<file path="src/rtl/key_step_pkg.sv">
// rtl/key_step_pkg.sv - shared state encoding and counter sizing for key_step_ctrl
package key_step_pkg;

  typedef enum logic [2:0] {
    IDLE       = 3'd0,
    DB_PRESS   = 3'd1,
    HELD       = 3'd2,
    REPEAT     = 3'd3,
    DB_RELEASE = 3'd4
  } key_state_t;

  // Bits needed to hold max(a, b, c) - 1; never less than one bit.
  function automatic int cnt_width(input int a, input int b, input int c);
    int m;
    m = a;
    if (b > m) m = b;
    if (c > m) m = c;
    return (m <= 2) ? 1 : $clog2(m);
  endfunction

endpackage

</file>
<file path="src/rtl/sync2.sv">
// rtl/sync2.sv - two-flop synchronizer with configurable reset value
//
// Ports:
//   clk     in   destination clock
//   reset_n in   asynchronous active-low reset, forces both flops to RESET_VAL
//   d       in   asynchronous input
//   q       out  synchronized copy of d, two clk edges of latency
module sync2 #(
  parameter logic RESET_VAL = 1'b1
) (
  input  logic clk,
  input  logic reset_n,
  input  logic d,
  output logic q
);

  logic meta;

  always_ff @(posedge clk or negedge reset_n) begin
    if (!reset_n) begin
      meta <= RESET_VAL;
      q    <= RESET_VAL;
    end else begin
      meta <= d;
      q    <= meta;
    end
  end

endmodule

</file>
<file path="src/rtl/key_step_ctrl.sv">
// rtl/key_step_ctrl.sv - pushbutton debounce and single-step strobe with auto-repeat
//
// Ports:
//   clk           in   board clock, rising edge
//   reset_n       in   asynchronous active-low reset
//   key_n         in   raw pushbutton, active-low, asynchronous to clk
//   repeat_en     in   enables auto-repeat while the key is held
//   step_pulse    out  one-cycle strobe per accepted press and per repeat event
//   release_pulse out  one-cycle strobe per accepted release
//   key_level     out  debounced key state, 1 = pressed
module key_step_ctrl
  import key_step_pkg::*;
#(
  parameter int DEBOUNCE_CYCLES = 500000,
  parameter int REPEAT_DELAY    = 25000000,
  parameter int REPEAT_PERIOD   = 5000000
) (
  input  logic clk,
  input  logic reset_n,
  input  logic key_n,
  input  logic repeat_en,
  output logic step_pulse,
  output logic release_pulse,
  output logic key_level
);

  localparam int CW = cnt_width(DEBOUNCE_CYCLES, REPEAT_DELAY, REPEAT_PERIOD);
  localparam logic [CW-1:0] DB_LAST = CW'(DEBOUNCE_CYCLES - 1);
  localparam logic [CW-1:0] RD_LAST = CW'(REPEAT_DELAY - 1);
  localparam logic [CW-1:0] RP_LAST = CW'(REPEAT_PERIOD - 1);

  logic       ks;
  key_state_t state, state_nxt;
  logic [CW-1:0] cnt, cnt_nxt;
  logic       step_nxt, release_nxt, level_nxt;

  sync2 #(.RESET_VAL(1'b1)) u_key_sync (
    .clk     (clk),
    .reset_n (reset_n),
    .d       (key_n),
    .q       (ks)
  );

  always_ff @(posedge clk or negedge reset_n) begin
    if (!reset_n) begin
      state         <= IDLE;
      cnt           <= '0;
      step_pulse    <= 1'b0;
      release_pulse <= 1'b0;
      key_level     <= 1'b0;
    end else begin
      state         <= state_nxt;
      cnt           <= cnt_nxt;
      step_pulse    <= step_nxt;
      release_pulse <= release_nxt;
      key_level     <= level_nxt;
    end
  end

  always_comb begin
    state_nxt   = state;
    cnt_nxt     = cnt;
    step_nxt    = 1'b0;
    release_nxt = 1'b0;
    level_nxt   = key_level;

    case (state)
      IDLE: begin
        if (!ks) state_nxt = DB_PRESS;
      end

      DB_PRESS: begin
        if (ks) begin
          state_nxt = IDLE;
        end else if (cnt == DB_LAST) begin
          state_nxt = HELD;
          step_nxt  = 1'b1;
          level_nxt = 1'b1;
        end else begin
          cnt_nxt = cnt + CW'(1);
        end
      end

      HELD: begin
        if (ks) begin
          state_nxt = DB_RELEASE;
        end else if (repeat_en && cnt == RD_LAST) begin
          state_nxt = REPEAT;
          step_nxt  = 1'b1;
        end else if (cnt != RD_LAST) begin
          // Parks at RD_LAST with repeat off, so enabling repeat later
          // fires on the next cycle instead of waiting a full delay.
          cnt_nxt = cnt + CW'(1);
        end
      end

      REPEAT: begin
        if (ks) begin
          state_nxt = DB_RELEASE;
        end else if (!repeat_en) begin
          state_nxt = HELD;
        end else if (cnt == RP_LAST) begin
          step_nxt = 1'b1;
          cnt_nxt  = '0;
        end else begin
          cnt_nxt = cnt + CW'(1);
        end
      end

      DB_RELEASE: begin
        // A short release glitch returns to HELD with the repeat delay restarted.
        if (!ks) begin
          state_nxt = HELD;
        end else if (cnt == DB_LAST) begin
          state_nxt   = IDLE;
          release_nxt = 1'b1;
          level_nxt   = 1'b0;
        end else begin
          cnt_nxt = cnt + CW'(1);
        end
      end

      default: begin
        state_nxt = IDLE;
        level_nxt = 1'b0;
      end
    endcase

    // Every state change starts its own count from zero.
    if (state_nxt != state) cnt_nxt = '0;
  end

endmodule

</file>
<file path="config.mk">
export PLATFORM = sky130hd
export DESIGN_NAME = key_step_ctrl
export DESIGN_NICKNAME = d
export VERILOG_FILES = /design/src/rtl/key_step_pkg.sv /design/src/rtl/sync2.sv /design/src/rtl/key_step_ctrl.sv
export SDC_FILE = /design/constraint.sdc
export NUM_CORES = 1
export LEC_CHECK = 0
export CAP_MARGIN = 10
export CORE_AREA = 2 2 54 81
export CTS_BUF_LIST = sky130_fd_sc_hd__clkbuf_16
export DETAILED_ROUTE_END_ITERATION = 10
export DIE_AREA = 0 0 56 83
export PLACE_DENSITY_LB_ADDON = 0.08
export SYNTH_ARGS = -nofsm -noshare
export SYNTH_HDL_FRONTEND = slang
export SYNTH_HIERARCHICAL = 1
export SYNTH_SLANG_ARGS = --single-unit
</file>
<file path="constraint.sdc">
create_clock -name clk -period 3.1 [get_ports clk]
set_input_delay 0.31 -clock clk [delete_from_list [all_inputs] [get_ports clk]]
set_output_delay 0.31 -clock clk [all_outputs]
set_load 0.02 [all_outputs]
</file>
# Word-level counts from Yosys, hierarchy flattened

Index checks and enable logic that the tools add are counted.

Bitwise gates (word level): 1
Add/sub/neg operators: 1
Mux-type cells: 36
Equal/unequal tests: 20
Reductions and logical operators: 6

Operators by type and width:

| operator                                                                 | number |
|---|---|
| 25-bit 2-to-1 mux                                                        | 10 |
| 25-bit case mux with 4 select lines                                      | 1 |
| 3-bit 2-to-1 mux                                                         | 9 |
| 25-bit by 1-bit adder with 25-bit output (second input constant)         | 1 |
| 25-bit by 19-bit == test with 1-bit output (second input constant)       | 1 |
| 25-bit by 23-bit == test with 1-bit output (second input constant)       | 1 |
| 25-bit == test (second input constant)                                   | 1 |
| 25-bit inequality test (second input constant)                           | 1 |
| 3-bit inequality test (second input constant)                            | 6 |
| 3-bit case mux with 5 select lines                                       | 1 |
| 1-bit 2-to-1 mux                                                         | 13 |
| 8-bit AND reduction                                                      | 1 |
| 3-bit by 2-bit == test with 1-bit output (second input constant)         | 2 |
| 2-bit inequality test (second input constant)                            | 3 |
| 1-bit case mux with 3 select lines                                       | 2 |
| 5-bit AND reduction                                                      | 1 |
| 5-bit nonzero test                                                       | 1 |
| 3-bit by 1-bit == test with 1-bit output (second input constant)         | 1 |
| 3-bit == test (second input constant)                                    | 1 |
| 3-bit zero test                                                          | 1 |
| 3-bit by 2-bit inequality test with 1-bit output (second input constant) | 1 |
| 3-bit inequality test                                                    | 1 |
| 3-bit OR reduction                                                       | 1 |
| 2-bit by 1-bit inequality test with 1-bit output (second input constant) | 1 |
| other kinds (2)                                                          | 2 |

Input port bits: 4
Register bits: 33

# Depth between registers and ports, before layout

Gate-level depths: netlist of run 1.

Depth after elaboration: 8
Gate-level depth with buffers: 9
Gate-level depth less buffers: 7

# Modules after synthesis

The synthesis of run 1 kept the hierarchy.

By module, submodules not included:

| module        | area each (µm²) | times used | cells each |
|---|---|---|---|
| key_step_ctrl | 2038.2          | 1          | 243 |
| sync2         | 52.6            | 1          | 2 |

# Worst setup path before layout of run 1

No wires, ideal clock.

Path kind: reg-to-reg
From: register state[2]
To: register cnt[19]
Clock period less this slack: 2324 ps
Stages on the path, launching flop included: 10
Data required time: 3026 ps
Arrival time: 2250 ps
Setup time: 74 ps
Setup slack: 776 ps
Cell sequence: dfrtp_1 > buf_6 > or2_1 > buf_6 > o31ai_4 > o31ai_2 > or3_1 > buf_6 > or4_4 > a21oi_2

Cells in the longest elaborated chain, start to end: 6

RTL lines:

| what                                                           | RTL line             | text |
|---|---|---|
| start: declaration                                             | key_step_ctrl.sv:33  | `key_state_t state, state_nxt;` |
| start signal: assignment                                       | key_step_ctrl.sv:52  | `state <= state_nxt;` |
| 3-bit 2-to-1 mux (on tied branches) (2 in series)              | n/a                  |  |
| 3-bit case mux with 5 select lines                             | key_step_ctrl.sv:67  | `case (state)` |
| 3-bit inequality test                                          | key_step_ctrl.sv:130 | `if (state_nxt != state) cnt_nxt = '0;` |
| 3-bit inequality test (no source line) (tied with other cells) | n/a                  |  |
| 8-bit AND reduction (no source line)                           | n/a                  |  |
| end signal: assignment                                         | key_step_ctrl.sv:53  | `cnt <= cnt_nxt;` |
| end: declaration                                               | key_step_ctrl.sv:34  | `logic [CW-1:0] cnt, cnt_nxt;` |

Several ways; a longest one is shown, not always the timed one.
A chain may end at the register's enable or synchronous reset.

# Worst setup path after layout of run 1

From: register cnt[0]
To: register cnt[8]

Cells in the longest elaborated chain, start to end: 8

RTL lines:

| what |
|---|
| parallel branches: the longest is 8 deep, another holds 25-bit by 1-bit adder with 25-bit output |

Parallel ways; which one is timed is not known. The select of a mux whose other input is x is not followed.

==> impl_results.md, run 1 <==
* Status: complete, no violations
* RR Startpoint: cnt[0]$_DFFE_PN0P_
* Final WS setup at 446 ps
* Hold path start: u_key_sync/meta$_DFF_PN1_
* Placed cell count at ~290
* Initial antenna violation count at 0
* DRT iter0 DRCs at 126
* Maxcap violations at 0
* CTS buffer count at 5
* Tcrit/Tclk final at approximately 86%
* All-Layer GR Usage at about a quarter
* Fmax at 0.377 GHz
* Share of cells above drive strength 1 at between 10% and 20%
* GR Overflow Total at 0
* Buf/Inv on CP at 1
* Die Ht at approximately 83 um
* Final setup violation count at 0
* Synth Area per Inst at roughly 8.5 um2
* Nets at around 260
* Place WS at a little under 400 ps
* Arrival time at the worst endpoint at around 2900 ps
* Critical Path End Type: flip-flop
* Critical Path RT at about 3300 ps
* Commonest non-fill, non-tap cell in the layout: dfrtp_1
* Hold-fix buffers, CTS at 0
* Seq/Total Area, Yosys at 39.6%
* Hold_ws at between 300 and 400 ps
* Async SR Flop Fraction at 100%
* Post-synth top area share at between 30% and 40%
* Post-synth top area cell: dfrtp_1
* Largest net degree at the start of global routing at 34
* CTS tree: built
* Critical-path top delay cell: or3_1
* Per-cell routed wire length at 17.8 um
* H-tree depth at 2
* Routed via count at between 1500 and 2000
* Fin Clk Skew at 3.68 ps
* Die ar. at between 4000 and 5000 um2
* Final Wtd Congestion at ~0.92
* Most frequent cells in the layout: 31 x dfrtp_1, 23 x nor2_1, 22 x a21oi_1, 18 x nand2_1, 16 x o21ai_0
* Drt first pass iters at 4
* Core Region at about 3900 um2
* Initial core utilization at between 50% and 60%
* Clk buf depth at 2
* Total power at around 950 uW
* Reg clk slew, reported paths at around 50 ps
* Flops & latches, synth at 33
* Final Max Tran Viols at 0
* CP max stage delay at slightly above 500 ps
* Slew Limit Headroom at 26.5%
* Setup TNS at 0 ps
* Global-route wire length before repair at between 9000 and 10000 um
* Non-Filler Instances at slightly below 300
* Crit Path Max Fanout at 11
* HP Class: flip-flop to flip-flop
* Number of global-route vias before repair at approximately 1800
* Startpoint Class: flip-flop
* CTS root buf: clkbuf_16
* Mapped cell area at around 2100 um2
* Post-CTS Resized at 0
* Num ports at 7
* Row count at 28
* Pleak at just over 0.0008 uW
* Die W at roughly 56 um
* Final hold viol count at 0
* RSZ-0062 raised after global routing: no
* Critical-path cell list: ha_1, and4_1, nand4_1, nor3_1, buf_4, or3_1, or4_1, a21oi_1
* Syn Nets at 250
* Warnings, synthesis at 6
* Count of different cell masters after synthesis at slightly below 50
* Worst VDD drop at roughly 0.28 mV
* Post-route ant nets at 0
* Vias/cell at 6.38
* Synth Instances at 245
* PwrDens at roughly 400 nW/um2
* Number of flops mapped to enable cells by yosys at 0
* Critical Path Source: cnt[0]$_DFFE_PN0P_
* Top FF cell, synth: dfrtp_1
* Antenna Cells at 0
* Overall routed net length at approximately 5300 um
* DRC viols at 0
* Crit path time final at about 2700 ps
* Synth top area cells: dfrtp_1 37%, a21oi_1 5.3%, nor2_1 4.1%
* Final HPWL DP at ~3800 um
* Critical path's top delay family: simple AND/OR/NAND/NOR gates
* CP Class: flip-flop to flip-flop
* Worst-Margin Slew at approximately 1100 ps
* IO Port Bufs at 6
* # Post-CTS Setup Buffers at 0
* Clk sinks at 33
* Worst-skew pair later-pin latency at 280 ps
* Area grow syn2layout at 12.1%
through the flow:
| stage | util (%) | area, um2 |
|---|---|---|
| floorplan | - | 2090 |
| global placement | 56.3 | 2210 |
| detailed placement | 56.3 | 2210 |
| CTS | 59.7 | 2340 |
| global route | 59.7 | 2340 |
| finish | 59.7 | 2340 |
synthesized netlist by cell type (3+ instances only):
library cell / n
clkbuf_1: 9
and3_1: 4
o21ai_0: 16
nor4_1: 6
nand2_1: 18
nor3_1: 12
a21oi_1: 22
buf_6: 3
nand4_1: 8
nor2_1: 23
dfrtp_1: 31
or3_1: 11
o21a_1: 3
nand3_1: 13
xnor2_1: 6
or4_1: 5
inv_1: 4
nor4b_1: 6
and2_1: 4
where the power goes:
group	internal, uW	switching (uW)
sequential	437	7.52
clock	286	167
combinational	19.2	35.6
total	743	210
cell families (layout without fill, tap and decap cells):
logic type	after synthesis	in the layout	synth area share, %
XOR/XNOR	6	6	2.51
AO/OA/AOI/OAI	58	58	17.4
flip-flops	33	33	39.6
AND/OR/NAND/NOR	129	129	35.4
buffers and inverters	18	26	4.43
adder cells (fa/ha/maj)	1	1	0.598
flip-flops by register name (all words and copies together) (netlist names):
register,cells
release_pulse,1
u_key_sync/meta,1
key_level,1
u_key_sync/q,1
state,3
cnt,25
step_pulse,1
cell type report:
| type | count | area, um2 |
|---|---|---|
| fill | 373 | 1580 |
| multi-input combinational | 194 | 1180 |
| sequential | 33 | 828 |
| timing repair buffer | 15 | 128 |
| clock buffer | 5 | 125 |
| tap | 45 | 56.3 |
| inverter | 4 | 15.0 |
| clock inverter | 2 | 7.51 |
routing by layer:
layer  GRT usage (%)  vias up  wire (um)  part of all wire, %
met5               0        -          0                    0
met4            12.3        0        191                  3.6
met3            3.27       17        221                  4.2
met2            43.2       56       2790                   53
met1            29.7      894       2100                   40
li1                -      935          -                    -
path summary, 6_finish.rpt:
check | end | slack [ps] | depth (start not counted)
hold / removal | u_key_sync/q$_DFF_PN1_ | 360 | 0
min in group asynchronous | state[0]$_DFF_PN0_ | 440 | 2
max in group asynchronous | u_key_sync/meta$_DFF_PN1_ | 2320 | 2
hold reg to reg | u_key_sync/q$_DFF_PN1_ | 360 | 0
setup reg to reg | cnt[8]$_DFFE_PN0P_ | 450 | 8
setup / recovery | cnt[8]$_DFFE_PN0P_ | 450 | 8
(Power assumes the default switching activity.)
==> run 2: changes to the inputs <==
- SLEW_MARGIN: default -> 20
- TNS_END_PERCENT: default -> 50
==> impl_results.md, run 2 (synthesis gave the netlist of run 1 again) <==
* Critical path's top delay family: simple AND/OR/NAND/NOR gates (unchanged)
* Drt first pass iters at 4 (unchanged)
* All-Layer GR Usage at 25.0% (unchanged)
* Final Wtd Congestion at 0.916 (unchanged)
* # Post-CTS Setup Buffers at 0 (unchanged)
* Share of cells above drive strength 1 at 10.3% (unchanged)
* Maxcap violations at 0 (unchanged)
* Antenna Cells at 0 (unchanged)
* Largest register FFs at 25 (unchanged)
* Crit Path Max Fanout at 11 (unchanged)
* Startpoint Class: flip-flop (unchanged)
* Largest registers: cnt (25), state (3) (unchanged)
* Setup TNS at 0 ps (unchanged)
* Slew Limit Headroom at 47.5% (was 26.5%)
* Nets at 258 (unchanged)
* Critical Path RT at 3300 ps (about the same)
* Clk buf depth at 2 (unchanged)
* Overall routed net length at 5350 um (was 5300 um)
* Commonest non-fill, non-tap cell in the layout: dfrtp_1 (unchanged)
* Num ports at 7 (unchanged)
* PwrDens at 406 nW/um2 (was 407 nW/um2)
* RR Startpoint: cnt[0]$_DFFE_PN0P_ (unchanged)
* Critical Path End Type: flip-flop (unchanged)
* Hold path start: u_key_sync/meta$_DFF_PN1_ (unchanged)
* Hold-fix buffers, CTS at 0 (unchanged)
* Global-route wire length before repair at 9110 um (unchanged)
* Crit path time final at 2660 ps (was 2650 ps)
* CTS root buf: clkbuf_16 (unchanged)
* Number of global-route vias before repair at 1847 (unchanged)
* Fmax at 0.376 GHz (was 0.377 GHz)
* Reg clk slew, reported paths at 50 ps (about the same)
* Tcrit/Tclk final at 85.7% (was 85.6%)
* Largest net degree at the start of global routing at 34 (unchanged)
* Status: complete, no violations (unchanged)
* Most frequent cells in the layout: 31 x dfrtp_1, 23 x nor2_1, 22 x a21oi_1, 18 x nand2_1, 16 x o21ai_0 (unchanged)
* GR Overflow Total at 0 (unchanged)
* Worst-skew pair later-pin latency at 280 ps (about the same)
* Worst-Margin Slew at 780 ps (was 1100 ps)
* Final setup violation count at 0 (unchanged)
* Die Ht at 83 um (unchanged)
* DRC viols at 0 (unchanged)
* CTS buffer count at 5 (unchanged)
* Area grow syn2layout at 12.6% (was 12.1%)
* RSZ-0062 raised after global routing: no (unchanged)
* H-tree depth at 2 (unchanged)
* DRT iter0 DRCs at 129 (was 126)
* Post-CTS Resized at 0 (unchanged)
* Final hold viol count at 0 (unchanged)
* Critical-path cell list: ha_1, and4_1, nand4_1, nor3_1, buf_4, or3_1, or4_1, a21oi_1 (unchanged)
* Final Max Tran Viols at 0 (unchanged)
* Worst VDD drop at 0.277 mV (about the same)
* Fin Clk Skew at 3.68 ps (about the same)
* Critical-path top delay cell: or3_1 (unchanged)
* CTS tree: built (unchanged)
* Final HPWL DP at 3800 um (unchanged)
* Routed via count at 1898 (was 1902)
* Initial core utilization at 53.3% (unchanged)
* Vias/cell at 6.37 (was 6.38)
* Die W at 56 um (unchanged)
* CP max stage delay at 510 ps (about the same)
* Critical Path Source: cnt[0]$_DFFE_PN0P_ (unchanged)
* Post-route ant nets at 0 (unchanged)
* Core Region at 3920 um2 (unchanged)
* Pleak at 0.000828 uW (was 0.000826 uW)
* IO Port Bufs at 6 (unchanged)
* Per-cell routed wire length at 17.9 um (was 17.8 um)
* CP Class: flip-flop to flip-flop (unchanged)
* Row count at 28 (unchanged)
* Initial antenna violation count at 0 (unchanged)
* Die ar. at 4650 um2 (unchanged)
* Arrival time at the worst endpoint at 2860 ps (about the same)
* Buf/Inv on CP at 1 (unchanged)
* HP Class: flip-flop to flip-flop (unchanged)
* Clk sinks at 33 (unchanged)
* Top reg by flops: cnt (unchanged)
* Total power at 955 uW (was 953 uW)
[run 2: cell counts in the layout (fill, tap and decap cells not counted)]
Identical to the previous run, type by type.
[run 2: layout make-up]
type	instances	area, um2
Sequential cell	33	828
Inverter	4	15.0
Clock inverter	2	7.51
Timing Repair Buffer	15	128
Tap cell	45	56.3
Clock buffer	5	125
Fill cell	373	1570
Multi-Input combinational cell	194	1190
[run 2: path summary, 6_finish.rpt]
| path | to | slack [ps] | cells past startpoint |
|---|---|---|---|
| min in group asynchronous | state[0]$_DFF_PN0_ | 450 | 2 |
| setup / recovery | cnt[8]$_DFFE_PN0P_ | 440 | 8 |
| max in group asynchronous | u_key_sync/meta$_DFF_PN1_ | 2320 | 2 |
| setup reg to reg | cnt[8]$_DFFE_PN0P_ | 440 | 8 |
| hold / removal | u_key_sync/q$_DFF_PN1_ | 360 | 0 |
| hold reg to reg | u_key_sync/q$_DFF_PN1_ | 360 | 0 |
[run 2: stage by stage]
| step | setup slack (ps) | hold slack (ps) | util, % | std cells | cell area, um2 |
|---|---|---|---|---|---|
| detailed placement | 384 | 350 | 56.3 | 291 | 2210 |
| global route | 309 | 359 | 60.0 | 298 | 2350 |
| finish | 444 | 356 | 60.0 | 298 | 2350 |
| floorplan | 776 | 14.4 | - | 245 | 2090 |
| global placement | 376 | 347 | 56.3 | 291 | 2210 |
| CTS | 472 | 357 | 59.7 | 298 | 2340 |
[run 2: worst reg2reg max path: stages (launching register included)]
cell and delay (ps):
dfrtp_1 420, ha_1 250, and4_1 280, nand4_1 250
nor3_1 90, buf_4 160, or3_1 510, or4_1 470
a21oi_1 160
[run 2: layer usage]
layer	global-route usage [%]	up-vias	wire (um)
met3	3.27	17	212
met5	0	-	0
met4	12.3	0	191
met2	43.2	50	2840
met1	29.7	895	2100
li1	-	936	-
[run 2: where the power goes]
group / total [uW] / switching [uW] / internal [uW]
combinational: 56.4 / 36.4 / 20.0
sequential: 445 / 7.76 / 437
clock: 453 / 167 / 286
